==> src/rtl/shift_serializer.sv <==
// shift_serializer: parallel word in (ready/valid), RATIO chunks of DATAW bits out, one per enabled cycle.
// Optional build macro SHIFT_SERIALIZER_MSB_FIRST_EN sends the MSB chunk first; default is LSB chunk first.
module shift_serializer #(
    parameter int DATAW = 4,
    parameter int RATIO = 2,
    parameter int CNTW  = (RATIO > 1) ? $clog2(RATIO) : 1
) (
    input  logic                   clk,
    input  logic                   resetn,
    input  logic                   in_valid,
    input  logic [DATAW*RATIO-1:0] in_data,
    output logic                   in_ready,
    input  logic                   enable,
    output logic                   out_valid,
    output logic [DATAW-1:0]       out_data,
    output logic                   out_last
);
    localparam int W = DATAW * RATIO;
    localparam logic [CNTW-1:0] LAST = CNTW'(RATIO - 1);

    typedef enum logic {IDLE, SHIFT} state_t;

    state_t          state;
    logic [W-1:0]    sreg;
    logic [CNTW-1:0] cnt;
    logic            last, load, adv;

    assign last     = cnt == LAST;
    assign in_ready = resetn && (state == IDLE || (enable && last));
    assign load     = in_valid && in_ready;
    assign adv      = state == SHIFT && enable;

`ifdef SHIFT_SERIALIZER_MSB_FIRST_EN
    assign out_data = sreg[W-1 -: DATAW];
`else
    assign out_data = sreg[DATAW-1:0];
`endif

    // Load, advance or retire the held word; the register is cleared when idle so out_data reads 0.
    always_ff @(posedge clk) begin
        if (!resetn) begin
            state     <= IDLE;
            cnt       <= '0;
            sreg      <= '0;
            out_valid <= 1'b0;
            out_last  <= 1'b0;
        end else if (load) begin
            state     <= SHIFT;
            cnt       <= '0;
            sreg      <= in_data;
            out_valid <= 1'b1;
            out_last  <= RATIO == 1;
        end else if (adv) begin
            if (last) begin
                state     <= IDLE;
                cnt       <= '0;
                sreg      <= '0;
                out_valid <= 1'b0;
                out_last  <= 1'b0;
            end else begin
                cnt      <= CNTW'(cnt + 1'b1);
`ifdef SHIFT_SERIALIZER_MSB_FIRST_EN
                sreg     <= sreg << DATAW;
`else
                sreg     <= sreg >> DATAW;
`endif
                out_last <= CNTW'(cnt + 1'b1) == LAST;
            end
        end
    end
endmodule

==> config.mk <==
export PLATFORM = sky130hd
export DESIGN_NAME = shift_serializer
export DESIGN_NICKNAME = d
export VERILOG_FILES = /design/src/rtl/shift_serializer.sv
export SDC_FILE = /design/constraint.sdc
export NUM_CORES = 1
export LEC_CHECK = 0
export CAP_MARGIN = 20
export CORE_AREA = 8 8 45 47
export DETAILED_ROUTE_END_ITERATION = 10
export DIE_AREA = 0 0 53 55
export PLACE_DENSITY = 0.68
export SLEW_MARGIN = 20
export SYNTH_ARGS = -nofsm -noshare
export SYNTH_HDL_FRONTEND = slang
export SYNTH_SLANG_ARGS = --single-unit
==> constraint.sdc <==
create_clock -name clk -period 1.5 [get_ports clk]
set_input_delay 0.3 -clock clk [delete_from_list [all_inputs] [get_ports clk]]
set_output_delay 0.3 -clock clk [all_outputs]
set_load 0.01 [all_outputs]
# ---- Yosys cells after proc, flatten, opt, wreduce, memory -nomap -nowiden
# Index checks and enable logic that the tools add are counted.
dict set report classes {
  addsub 1
  mux 7
  n_bitwise 2
  n_reduce_logical 9
}
# cell n
set op_table {}
lappend op_table {{2-to-1 mux 8 bit} 2}
lappend op_table {{logical AND 1 bit} 4}
lappend op_table {{2-to-1 mux 1 bit} 4}
lappend op_table {{2-to-1 mux 4 bit} 1}
lappend op_table {{nonzero test 2 bit} 2}
lappend op_table {{inverter 1 bit} 2}
lappend op_table {{AND reduction 2 bit} 1}
lappend op_table {{OR reduction 2 bit} 1}
lappend op_table {{adder 1 bit, second input constant} 1}
lappend op_table {{logical OR 1 bit} 1}
dict set report totals {
  register_bits 10
  input_bits 12
  output_inout_bits 7
  word_cells 22
}

# ---- Longest topological paths before layout
# Gate-level depths: netlist of the first run.
dict set report logic_depth {
  ltp_word 6
  mapped_depth 4
}

# ---- Least setup slack after synthesis of the first run
# No wires, ideal clock.
dict set report synth_timing {
  path_type {register to output}
  start {reg state}
  end {out in_ready}
  arrival_ps 902
  slack_ps 298
  stages_incl_launch_ff 3
  path_cell_list {dfxtp_1 -> a21boi_2 -> and2b_2}
}
dict set report synth_between {
  elab_chain_cells 3
}
# item line
set synth_lines {}
lappend synth_lines {{from (decl)} 23} ;# state_t state;
lappend synth_lines {{from (signal assigned)} 42} ;# state <= IDLE;
lappend synth_lines {{from (signal assigned)} 48} ;# state <= SHIFT;
lappend synth_lines {{from (signal assigned)} 55} ;# state <= IDLE;
lappend synth_lines {{inverter 1 bit} 29} ;# assign in_ready = resetn && (state == IDLE || (enable && last));
lappend synth_lines {{logical OR 1 bit} 29}
lappend synth_lines {{logical AND 1 bit} 29}
lappend synth_lines {{to (decl)} 12} ;# output logic in_ready,
# No other way between the ends.

# ---- Final worst setup path of the first run
dict set report layout_timing {
  start {reg sreg[3]}
  end {out out_data[3]}
}
# item line
set layout_lines {}
lappend layout_lines {{from (decl)} 24} ;# logic [W-1:0] sreg;
lappend layout_lines {{from (signal assigned)} 50} ;# sreg <= in_data;
lappend layout_lines {{from (signal assigned)} 65} ;# sreg <= sreg >> DATAW;
lappend layout_lines {{to (decl)} 15} ;# output logic [DATAW-1:0] out_data,
# No word-level cell between the ends.

==> run metrics, run 1 <==
mean area per synthesized cell=10.9 µm²; post-route ant nets=0; Worst VDD drop=464 µV; PD cells=926 nW/µm²; post-synth top area share=42.7%; Top delay family on crit path=buffers and inverters; Initial Util=33.9%; Yosys reg bits=10; CP peak stage delay=540 ps; Clock Path Buffers=2; H-Tree Depth=1; Die W=53 µm; unrepaired setup endpoints after global routing=no; clk sinks=10; CTS tree=yes; HP Class=reg -> reg; Max Cap Violations=0; Worst Setup Start Kind=register; Slew Viols, Final=0; First DRT Iteration DRCs=2; Die Height=55 µm; crit-path cells=clkdlybuf4s50_1; total track usage=8.77%; Worst Setup End Kind=output port; vias in the first global route=413; Synth area leaders=dfxtp_1 43%, mux2_2 9.6%, a221o_1 8.5%; Final HPWL DP=831 µm; DRC violations left=0; vias per cell=4.81; routed wire length=1.06 mm; Reg2Reg Depth=4; initial antenna violation count=0; Area Growth Syn to Fin=51.5%; Tot Pwr=0.658 mW; Tightest Pin Transition=199 ps; Critical Path Sink=out_data[3]; synth unique cells=15; total CTS buffers=3; Port Buf Inserts=18; core box area=1380 µm²; Final Hold Fails=0; Worst Path Required=1200 ps; Seq/Total Area, Yosys=42.7%; worst rel slew slack=86.7%; worst reg-to-reg setup slack=230 ps; Lkg Pwr=0.325 nW; utilization after layout=51.4%; area post-placement=681 µm²; number of cells on the critical path=1; post-route clock period utilization=96.2%; Overflow after GRT=0; WL/cell=12.7 µm; skew final=4.88 ps; Clk Latency, worst-skew pair=260 ps; Vias=399; Pre-antenna DRT Iters=2; I/O pin cnt=19; Syn Nets=55; Worst EP arrival=1140 ps; critical path class=reg -> out; reg2reg start=state; share of cells above drive strength 1=34.3%; Root Driver=clkbuf_4; worst-path fanout max=2; Bufs and invs on worst path=1; Synth warnings=0; Hold Crit Start=sreg[1]; fmax=693 MHz; first-pass GRT wire length=1.86 mm; cells after synthesis=43; CP startpoint=sreg[3]; cts-stage hold buffer count=0; num rows=14; Synth area leader=dfxtp_1; antenna cells=0; final setup vio count=0; synthesized area=469 µm²; clock slew at reported path FFs=70 ps; Finished Cell Area=711 µm²; status=completed; routability cong.=0.740; nets@finish=80; largest net degree at the start of global routing=10; crit path time final=1440 ps; die area=2920 µm²; Critical Path Slowest Stage Cell=clkdlybuf4s50_1; FF-to-FF End=sreg[6]
-- cell families after synthesis --
kind of cell / share of synthesized area [%]
buf+inv: 8.80
flops: 42.7
compound gates: 14.1
mux: 9.60
simple gates: 24.8
-- cell type report --
class	instances	area, µm²
fillers	149	673
multi-input cells	28	228
repair buffers	25	224
flip-flops and latches	10	203
clock buffers	4	36.3
well taps	16	20.0
-- synthesized netlist by cell type --
library cell and number:
a21boi_2 1, a221o_1 4, and2_1 4, and2b_2 1, and3_1 6, and4b_4 1
buf_4 4, buf_6 1, dfxtp_1 10, mux2_2 4, nand2_1 2, nand2b_2 1
nor2_1 1, nor2_4 1, o21a_1 2
-- flip-flops by register name (all words and copies together) (netlist names) --
name and cells:
sreg 8, state 1, cnt 1
-- through the flow --
stage	setup TNS [ps]	setup WS [ps]	hold WS [ps]	cells
global route	0	5.28	512	83
CTS	0	46.2	490	83
finish	0	56.7	485	83
floorplan	0	298	424	43
global placement	-1920	-377	468	79
detailed placement	-2160	-419	475	79
-- worst min path at each step --
stage,end,slack (ps),depth (start not counted)
floorplan,state,420,1
global placement,sreg[0],470,1
detailed placement,sreg[0],470,1
CTS,sreg[0],490,1
global route,sreg[0],510,1
finish,sreg[1],490,1
-- layout by cell type, fill, tap and decap left out, drive strengths merged --
master	count
a21boi	1
a221o	4
and2	4
and2b	1
and3	6
and4b	1
buf	8
clkbuf	4
clkdlybuf4s50	14
dfxtp	10
dlygate4sd2	3
mux2	4
nand2	2
nand2b	1
nor2	2
o21a	2
-- timing repair --
action,in CTS,in global routing
setup endpoints to repair,3,0
buffers inserted,0,0
gates resized for setup,9,0
-- layer usage --
layer  track usage (%)  vias up  part of all wire, %  wire (µm)
met4              7.76        0                  2.6         27
met5                 0        -                    0          0
met1              10.1      182                   48        513
met2              13.1       14                   44        461
met3              2.41        2                  5.3         56
li1                  -      201                    -          -
-- where the power goes --
| part | total, mW | internal (mW) | switching, mW |
|---|---|---|---|
| Sequential | 0.293 | 0.285 | 0.00847 |
| Combinational | 0.124 | 0.0807 | 0.0434 |
| Clock | 0.241 | 0.147 | 0.0936 |
| Total | 0.658 | 0.513 | 0.145 |
-- worst reg2reg max path, delay by kind of cell, from the launching register on --
family | cells | cell delay, ps
AO/OA/AOI/OAI | 1 | 150
buffers and inverters | 1 | 140
flip-flops | 1 | 320
multiplexers | 1 | 350
AND/OR/NAND/NOR | 1 | 190
Power figures use the tool's default switching activity.
==> run 2: changes to the inputs <==
Settings changed: GPL_ROUTABILITY_DRIVEN set to 0.
==> results of run 2 <==
Final layout, timing and power as in run 1 (identical DEF).
==> run 3: changes to the inputs <==
Settings changed: GPL_TIMING_DRIVEN set to 0.
==> run 3 against run 2 <==
Combinational power decreased by 4%. Non-clock buffer count shrank 1. Total power down 0.29%. Largest power group unchanged. Die area unchanged. Critical path depth is the same. Sequential power barely moved. Critical path type unchanged. Sequential cell count is the same. Worst setup slack improved by 16 ps. Highest routed layer unchanged. First-iteration DRC count rose to 2.5 times the previous value. Clock power is essentially flat. Cell count decreased by 1.2%.
==> run metrics, run 3 (synthesized netlist as in run 1, its figures left out) <==
status=completed; antenna cells=0; cts-stage hold buffer count=0; number of flip-flops in the largest register=8; Port Buf Inserts=17; Finished Layout Cells=82; Worst EP arrival=1130 ps; CP startpoint=state; Storage cell area=203 µm²; Slew Viols, Final=0; CP peak stage delay=530 ps; Clock Path Buffers=2; Critical Path Sink=out_valid; most frequent cells in the layout=10 x clkdlybuf4s50_1, 8 x dfxtp_1, 6 x and3_1, 6 x buf_4, 5 x dlygate4sd2_1; share of cells above drive strength 1=34.8%; crit-path cells=clkdlybuf4s50_1; Root Driver=clkbuf_4; Largest regs=sreg (8), cnt (1), state (1); WL/cell=11.9 µm; final setup vio count=0; Tightest Pin Transition=218 ps; Area Growth Syn to Fin=50.1%; vias per cell=4.77; Reg with most FFs=sreg; vias in the first global route=408; die area=2920 µm²; Final HPWL DP=739 µm; post-route clock period utilization=95.2%; setup ws final=72.6 ps; HP Class=in -> reg; Top delay family on crit path=buffers and inverters; area post-placement=659 µm²; worst rel slew slack=85.4%; Vias=391; core box area=1380 µm²; DRC violations left=0; I/O pin cnt=19; Reg2Reg Depth=4; clock slew at reported path FFs=70 ps; routed wire length=973 µm; Hold Crit Start=resetn; first-pass GRT wire length=1.78 mm; commonest non-fill, non-tap cell in the layout=clkdlybuf4s50_1; critical path class=reg -> out; worst reg-to-reg setup slack=210 ps; post-route ant nets=0; worst slack at placement=-521 ps; Bufs and invs on worst path=1; reg2reg start=state; largest net degree at the start of global routing=11; initial antenna violation count=0; Die Height=55 µm; PD cells=931 nW/µm²; Filler cells=139; Worst Setup Start Kind=register; crit path time final=1430 ps; FF-to-FF End=sreg[6]; total track usage=8.48%; num rows=14; worst-path fanout max=3; dpl cells=76; area of the multi-input gates=228 µm²; Initial Util=33.9%; Finished Cell Area=704 µm²; H-Tree Depth=1; Lkg Pwr=0.350 nW; Worst Setup End Kind=output port; Worst Path Required=1200 ps; Critical Path Slowest Stage Cell=clkdlybuf4s50_1; Worst VDD drop=434 µV; nets@finish=79; total CTS buffers=3; skew final=0.782 ps; Clk Latency, worst-skew pair=260 ps; CTS tree=yes; unrepaired setup endpoints after global routing=no; Pre-antenna DRT Iters=2; Final Hold Fails=0; number of cells on the critical path=1; Max Cap Violations=0; fmax=701 MHz; Die W=53 µm; First DRT Iteration DRCs=5; Overflow after GRT=0; clk sinks=10
[run 3: worst min path at each step]
| stage | end | slack [ps] | cells past startpoint |
|---|---|---|---|
| after floorplan | state | 420 | 1 |
| after global placement | sreg[0] | 470 | 1 |
| after detailed placement | sreg[0] | 470 | 1 |
| after CTS | state | 270 | 2 |
| after global routing | state | 280 | 2 |
| final | state | 280 | 2 |
[run 3: power by group]
group / internal (mW) / total, mW / switching [mW]
Clock: 0.147 / 0.243 / 0.0960
Combinational: 0.0779 / 0.119 / 0.0408
Sequential: 0.285 / 0.294 / 0.00942
[run 3: per-stage QoR]
step	TNS, ps	total power, mW	hold WS (ps)	util (%)
finish	0	0.656	277	50.9
global route	0	0.692	276	50.9
CTS	0	0.671	273	50.7
detailed placement	-1590	0.422	470	47.6
global placement	-1540	0.422	470	47.6
floorplan	0	0.361	424	-
[run 3: routing by layer]
layer / wire length, µm / part of all wire [%] / vias up / track usage (%)
met4: 39 / 4.0 / 0 / 9.05
met3: 87 / 8.9 / 4 / 2.94
met5: 0 / 0 / - / 0
met1: 413 / 42 / 172 / 9.01
li1: - / - / 199 / -
met2: 433 / 45 / 16 / 12.5
[run 3: area by class of cell]
type	instances	area share (%)
flip-flops and latches	10	28.8
clock buffers	4	5.15
multi-input cells	28	32.3
well taps	16	2.84
repair buffers	19	25.0
plain buffers	5	5.86
[run 3: what timing repair did]
action / in CTS / in global routing
resized for setup: 11 / 1
setup buffers: 2 / 0
setup endpoints to repair: 7 / 1
pin swaps: 1 / 0
